File: src/rtl/reflet_mmio_pkg.sv
// reflet_mmio_pkg
//   Shared constants for the reflet memory-mapped FIFO responder:
//   register addresses, STATUS bit positions and CTRL bit positions.
package reflet_mmio_pkg;

  // Register map (2-bit word address inside the block)
  localparam logic [1:0] REG_DATA   = 2'd0;
  localparam logic [1:0] REG_STATUS = 2'd1;
  localparam logic [1:0] REG_COUNT  = 2'd2;
  localparam logic [1:0] REG_CTRL   = 2'd3;

  // STATUS register bit positions
  localparam int ST_EMPTY = 0;
  localparam int ST_FULL  = 1;
  localparam int ST_OVF   = 2;

  // CTRL register bit positions
  localparam int CTL_FLUSH  = 0;
  localparam int CTL_CLROVF = 1;

endpackage

File: src/rtl/reflet_fifo_core.sv
// reflet_fifo_core
//   Circular-buffer FIFO with occupancy counter, used by reflet_mmio_fifo.
//   Ports:
//     clk        system clock, rising edge
//     reset      asynchronous active-high reset (pointers and count)
//     push       request to write push_data (dropped while full unless popping)
//     pop        request to remove the head word (ignored while empty)
//     flush      empties the FIFO; discards a same-cycle push and pop
//     push_data  word to store
//     head_data  current head word (storage at the read pointer)
//     count      number of stored words, 0 .. 2**DEPTH_LOG2
//     full       count == 2**DEPTH_LOG2
//     empty      count == 0
module reflet_fifo_core #(
  parameter int WIDTH      = 8,
  parameter int DEPTH_LOG2 = 3
) (
  input  logic                  clk,
  input  logic                  reset,
  input  logic                  push,
  input  logic                  pop,
  input  logic                  flush,
  input  logic [WIDTH-1:0]      push_data,
  output logic [WIDTH-1:0]      head_data,
  output logic [DEPTH_LOG2:0]   count,
  output logic                  full,
  output logic                  empty
);

  localparam int DEPTH = 1 << DEPTH_LOG2;
  localparam logic [DEPTH_LOG2:0]   FULL_COUNT = {1'b1, {DEPTH_LOG2{1'b0}}};
  localparam logic [DEPTH_LOG2:0]   CNT_ONE    = 1;
  localparam logic [DEPTH_LOG2-1:0] PTR_ONE    = 1;

  logic [WIDTH-1:0]      r_mem [DEPTH];
  logic [DEPTH_LOG2-1:0] r_wr_ptr;
  logic [DEPTH_LOG2-1:0] r_rd_ptr;
  logic [DEPTH_LOG2:0]   r_count;

  logic w_pop;
  logic w_push;

  assign full  = (r_count == FULL_COUNT);
  assign empty = (r_count == '0);
  assign count = r_count;

  // A pop frees a slot in the same edge, so a push while full is still
  // accepted when it coincides with a pop. Flush overrides both.
  assign w_pop  = pop & ~empty & ~flush;
  assign w_push = push & (~full | w_pop) & ~flush;

  always_ff @(posedge clk or posedge reset) begin
    if (reset) begin
      r_wr_ptr <= '0;
      r_rd_ptr <= '0;
      r_count  <= '0;
    end else if (flush) begin
      r_wr_ptr <= '0;
      r_rd_ptr <= '0;
      r_count  <= '0;
    end else begin
      if (w_push) r_wr_ptr <= r_wr_ptr + PTR_ONE;
      if (w_pop)  r_rd_ptr <= r_rd_ptr + PTR_ONE;
      case ({w_push, w_pop})
        2'b10:   r_count <= r_count + CNT_ONE;
        2'b01:   r_count <= r_count - CNT_ONE;
        default: r_count <= r_count;
      endcase
    end
  end

  // Storage has no reset; only valid entries are ever observed.
  // When full with a simultaneous pop, wr_ptr == rd_ptr: the head word is
  // read combinationally before the edge, so overwriting the slot is safe.
  always_ff @(posedge clk) begin
    if (w_push) r_mem[r_wr_ptr] <= push_data;
  end

  assign head_data = r_mem[r_rd_ptr];

endmodule

File: src/rtl/reflet_mmio_fifo.sv
// reflet_mmio_fifo
//   Memory-mapped transmit FIFO for the reflet CPU data bus. The CPU pushes
//   words through DATA, polls STATUS/COUNT and flushes/clears via CTRL; an
//   external consumer drains the FIFO over a valid/ready stream.
//   Ports:
//     clk        system clock, rising edge
//     reset      asynchronous active-high reset
//     enable     chip select from the address decoder
//     addr       register select: 0 DATA, 1 STATUS, 2 COUNT, 3 CTRL
//     data_in    CPU write data
//     write_en   CPU write strobe (qualified by enable)
//     data_out   registered read data, zero when not selected (OR bus)
//     out_data   FIFO head word
//     out_valid  FIFO non-empty
//     out_ready  consumer accepts out_data this cycle
module reflet_mmio_fifo
  import reflet_mmio_pkg::*;
#(
  parameter int wordsize   = 8,
  parameter int DEPTH_LOG2 = 3
) (
  input  logic                clk,
  input  logic                reset,
  input  logic                enable,
  input  logic [1:0]          addr,
  input  logic [wordsize-1:0] data_in,
  input  logic                write_en,
  output logic [wordsize-1:0] data_out,
  output logic [wordsize-1:0] out_data,
  output logic                out_valid,
  input  logic                out_ready
);

  logic                r_ovf;
  logic [wordsize-1:0] r_data_out;

  logic                w_bus_wr;
  logic                w_bus_rd;
  logic                w_push;
  logic                w_pop;
  logic                w_flush;
  logic                w_clr_ovf;
  logic                w_ovf_event;
  logic [DEPTH_LOG2:0] w_count;
  logic                w_full;
  logic                w_empty;
  logic [wordsize-1:0] w_status;
  logic [wordsize-1:0] w_count_ext;
  logic [wordsize-1:0] w_rd_value;

  assign w_bus_wr  = enable & write_en;
  assign w_bus_rd  = enable & ~write_en;
  assign w_push    = w_bus_wr & (addr == REG_DATA);
  assign w_flush   = w_bus_wr & (addr == REG_CTRL) & data_in[CTL_FLUSH];
  assign w_clr_ovf = w_bus_wr & (addr == REG_CTRL) & data_in[CTL_CLROVF];
  assign w_pop     = out_ready & ~w_empty;

  // A push is lost only when full with no pop to make room; a flush in the
  // same cycle discards the push outright, so it is not an overflow.
  assign w_ovf_event = w_push & w_full & ~w_pop & ~w_flush;

  reflet_fifo_core #(
    .WIDTH      (wordsize),
    .DEPTH_LOG2 (DEPTH_LOG2)
  ) u_core (
    .clk       (clk),
    .reset     (reset),
    .push      (w_push),
    .pop       (w_pop),
    .flush     (w_flush),
    .push_data (data_in),
    .head_data (out_data),
    .count     (w_count),
    .full      (w_full),
    .empty     (w_empty)
  );

  assign out_valid = ~w_empty;

  // Sticky overflow; a new overflow beats a same-cycle clear.
  always_ff @(posedge clk or posedge reset) begin
    if (reset) begin
      r_ovf <= 1'b0;
    end else if (w_ovf_event) begin
      r_ovf <= 1'b1;
    end else if (w_clr_ovf) begin
      r_ovf <= 1'b0;
    end
  end

  always_comb begin
    w_status           = '0;
    w_status[ST_EMPTY] = w_empty;
    w_status[ST_FULL]  = w_full;
    w_status[ST_OVF]   = r_ovf;
  end

  always_comb begin
    w_count_ext               = '0;
    w_count_ext[DEPTH_LOG2:0] = w_count;
  end

  always_comb begin
    w_rd_value = '0;
    case (addr)
      REG_STATUS: w_rd_value = w_status;
      REG_COUNT:  w_rd_value = w_count_ext;
      default:    w_rd_value = '0;
    endcase
  end

  // Read data is zero whenever this block is not being read, so it can be
  // OR-combined with the other bus responders.
  always_ff @(posedge clk or posedge reset) begin
    if (reset) begin
      r_data_out <= '0;
    end else if (w_bus_rd) begin
      r_data_out <= w_rd_value;
    end else begin
      r_data_out <= '0;
    end
  end

  assign data_out = r_data_out;

endmodule

File: config.mk
export PLATFORM = sky130hd
export DESIGN_NAME = reflet_mmio_fifo
export DESIGN_NICKNAME = d
export VERILOG_FILES = /design/src/rtl/reflet_mmio_pkg.sv /design/src/rtl/reflet_fifo_core.sv /design/src/rtl/reflet_mmio_fifo.sv
export SDC_FILE = /design/constraint.sdc
export NUM_CORES = 1
export LEC_CHECK = 0
export CORE_AREA = 5 5 99 101
export CTS_CLUSTER_DIAMETER = 150
export DETAILED_ROUTE_END_ITERATION = 16
export DIE_AREA = 0 0 104 106
export DONT_BUFFER_PORTS = 1
export PLACE_DENSITY_LB_ADDON = 0.08
export SYNTH_ARGS = -nofsm -noshare
export SYNTH_HDL_FRONTEND = slang
export SYNTH_SLANG_ARGS = --single-unit
File: constraint.sdc
create_clock -name clk -period 3.3 [get_ports clk]
set_clock_uncertainty 0.1 [all_clocks]
set_input_delay 0.825 -clock clk [delete_from_list [all_inputs] [get_ports clk]]
set_output_delay 0.825 -clock clk [all_outputs]
set_load 0.03 [all_outputs]
==> reports/results.ini <==
[final_layout]
final_layout_size_suffix_gt1_share_pct = 20.70
areaGrowthSynthToFinish_pct = 12.20
fin_cells = 338
final_cell_area_sq_mm = 0.003879
ff_latch_area_sq_mm = 0.002297
nFillCells = 824
fin_nets = 247
multi_input_area_sq_mm = 0.001051
antennaDiodeCount = 0

[power_and_ir_drop]
peakVddDrop_mv = 0.2637
combPwrFrac_pct = 30.1
seqPwrFrac_pct = 43.6
power.density_mw_per_mm2 = 761.8
p_sw_share_pct = 32.65
p_clk_share_pct = 26.3
internal_power_mw = 1.990
p_leak_nw = 1.419
p_sw_mw = 0.9648

[synth]
synth_area_per_cell_sq_um = 17.11
synthCells = 202
synth-edff-count = 64
netlist_area_sq_mm = 0.003457
synth_top_flop_cell = edfxtp_1
synth.area.top_cells = edfxtp_1, dfrtp_1, mux4_1
ys_seq_area_share_pct = 66.45
yosys-top-cells-count = edfxtp_1, nor2_1, dfrtp_1, mux4_1, ha_1
yosysMostFrequentCell = edfxtp_1
synth_top_area_share_pct = 55.59
yosysWarnings = 0
yosys.area.top_type = edfxtp_1
ys_seq_elements = 79
ys_types = 40
ys_async_sr_fraction_pct = 18.99

[global_route]
grt_util_all_layers_pct = 12.63
grt_pass1_vias = 1905
grt_remaining_overflow = 0
grt_max_degree = 16
antenna_found_initial = 0
grt_pass1_wl_mm = 10.61

[floorplan]
core_area_sq_mm = 0.008934
fp.dieArea_sq_mm = 0.01102
io_pins = 32
num_rows = 35
start_util_pct = 38.70
die_h_microns = 106
die_w_microns = 104

[detailed_routing]
first_pass_iters = 4
drt-initial-drc-count = 67
via_per_inst = 5.305
finalWirelength_mm = 6.728
num_vias = 1793
drc = 0
wl_per_cell_microns = 19.91
ant_nets = 0

[worst_setup_path]
r2r_start = u_core.count[3]
cp_max_fo = 14
worstSetupPathType = reg2out
cp-start-kind = flop
critPathCaptureType = output port
crit_start = u_core.r_rd_ptr[0]
cp.required_ns = 2.37
cp_data_arrival_time_ns = 2.04

[timing]
setup-tns-final_ns = 0
fmax_mhz = 337.8
finalSetupViolCount = 0
period_needed_ns = 2.960
max-slew-margin-rel_pct = 58.73
hold_viol = 0
rsz0062_at_grt = false
drv_slew = 0
fin_crit_sh_pct = 89.70
hold_slack_ns = 0.3325
worstMarginPinSlew_ns = 0.6183

[placement]
io_buffers = 0
placedInstanceArea_sq_mm = 0.003657
dp_hpwl_mm = 4.614
dp.cells = 322
gp_congestion = 0.8412

[clock_tree]
htreeDepth = 3
root_buffer = clkbuf_8
clkTransAtPathRegs_ns = 0.08
cts_buffers = 9
clock_latency_ns = 0.34
cts_tree = done
cts_setup_buffers = 0
ctsHoldBuffers = 0
cts_resized = 0
cts_sinks = 79
clockBufferDepth = 2

[hold_path]
hp-class = in2async

[flow_run]
cap_violations = 0

[run_status]
status = complete, no violations

-- worst max-delay path, stage by stage (launching register included) --
cell	delay, ns
dfrtp_1	0.53
buf_12	0.21
mux4_1	0.58
mux2_2	0.37
-- final cells by class --
class	instances	area share (%)
Sequential cell	79	59.23
Tap cell	111	3.581
Clock buffer	9	3.194
Inverter	4	0.3871
Timing Repair Buffer	19	4.000
Multi-Input combinational cell	109	27.10
Clock inverter	7	2.516
-- per-stage QoR --
stage / util, % / total power [mW] / setup WS (ns)
global route: 43.42 / 3.119 / 0.2554
CTS: 43.42 / 3.000 / 0.2747
global placement: 40.94 / 2.190 / 0.3601
floorplan: - / 2.053 / 0.2440
finish: 43.42 / 2.955 / 0.3399
detailed placement: 40.94 / 2.215 / 0.2271
-- cells in the final DEF, fill, tap and decap left out, types with 5 or more instances in the layout --
cell and n:
edfxtp_1 64, nor2_1 19, buf_4 18, dfrtp_1 15, mux4_1 13, ha_1 10, nand2_1 9, clkbuf_8 9
mux2_2 8, a21oi_1 5
-- state kept, by name, indices dropped and copies added (netlist names) --
register,flops
u_core.r_wr_ptr,3
r_ovf,1
u_core.r_mem,64
u_core.r_rd_ptr,3
u_core.count,4
data_out,4
-- path summary, 6_finish.rpt --
kind	end	slack [ns]	depth (start not counted)
hold / removal	data_out[2]	0.33	1
max in group asynchronous	u_core.count[0]	2.36	1
setup / recovery	out_data[6]	0.34	3
min in group clk	r_ovf	0.45	1
hold reg to reg	r_ovf	0.45	1
setup reg to reg	u_core.count[3]	0.51	9
-- kinds of logic (layout without fill, tap and decap cells) --
group,Yosys count,count (layout),synth area share (%)
other cells,1,4,0.1085
xor+xnor,6,6,1.520
simple gates,49,49,6.877
buf+inv,17,39,3.474
flops,79,79,66.45
compound gates,13,13,2.642
fa+ha+maj,10,10,3.619
mux,27,27,15.31
-- per-layer routing --
layer	share of wire (%)	track usage (%)	vias up
met5	0	0	-
met4	1.3	5.180	0
met3	4.4	3.400	12
met2	51	21.99	36
met1	43	14.77	924
li1	-	-	821
-- power groups by stage --
stage	sequential, mW	combinational (mW)	clock, mW
6_report	1.29	0.890	0.778
2_1_floorplan	1.23	0.819	0
3_5_place_dp	1.31	0.902	0
4_1_cts	1.29	0.908	0.802
5_1_grt	1.30	0.979	0.838
3_3_place_gp	1.31	0.884	0
(Power assumes the default switching activity.)
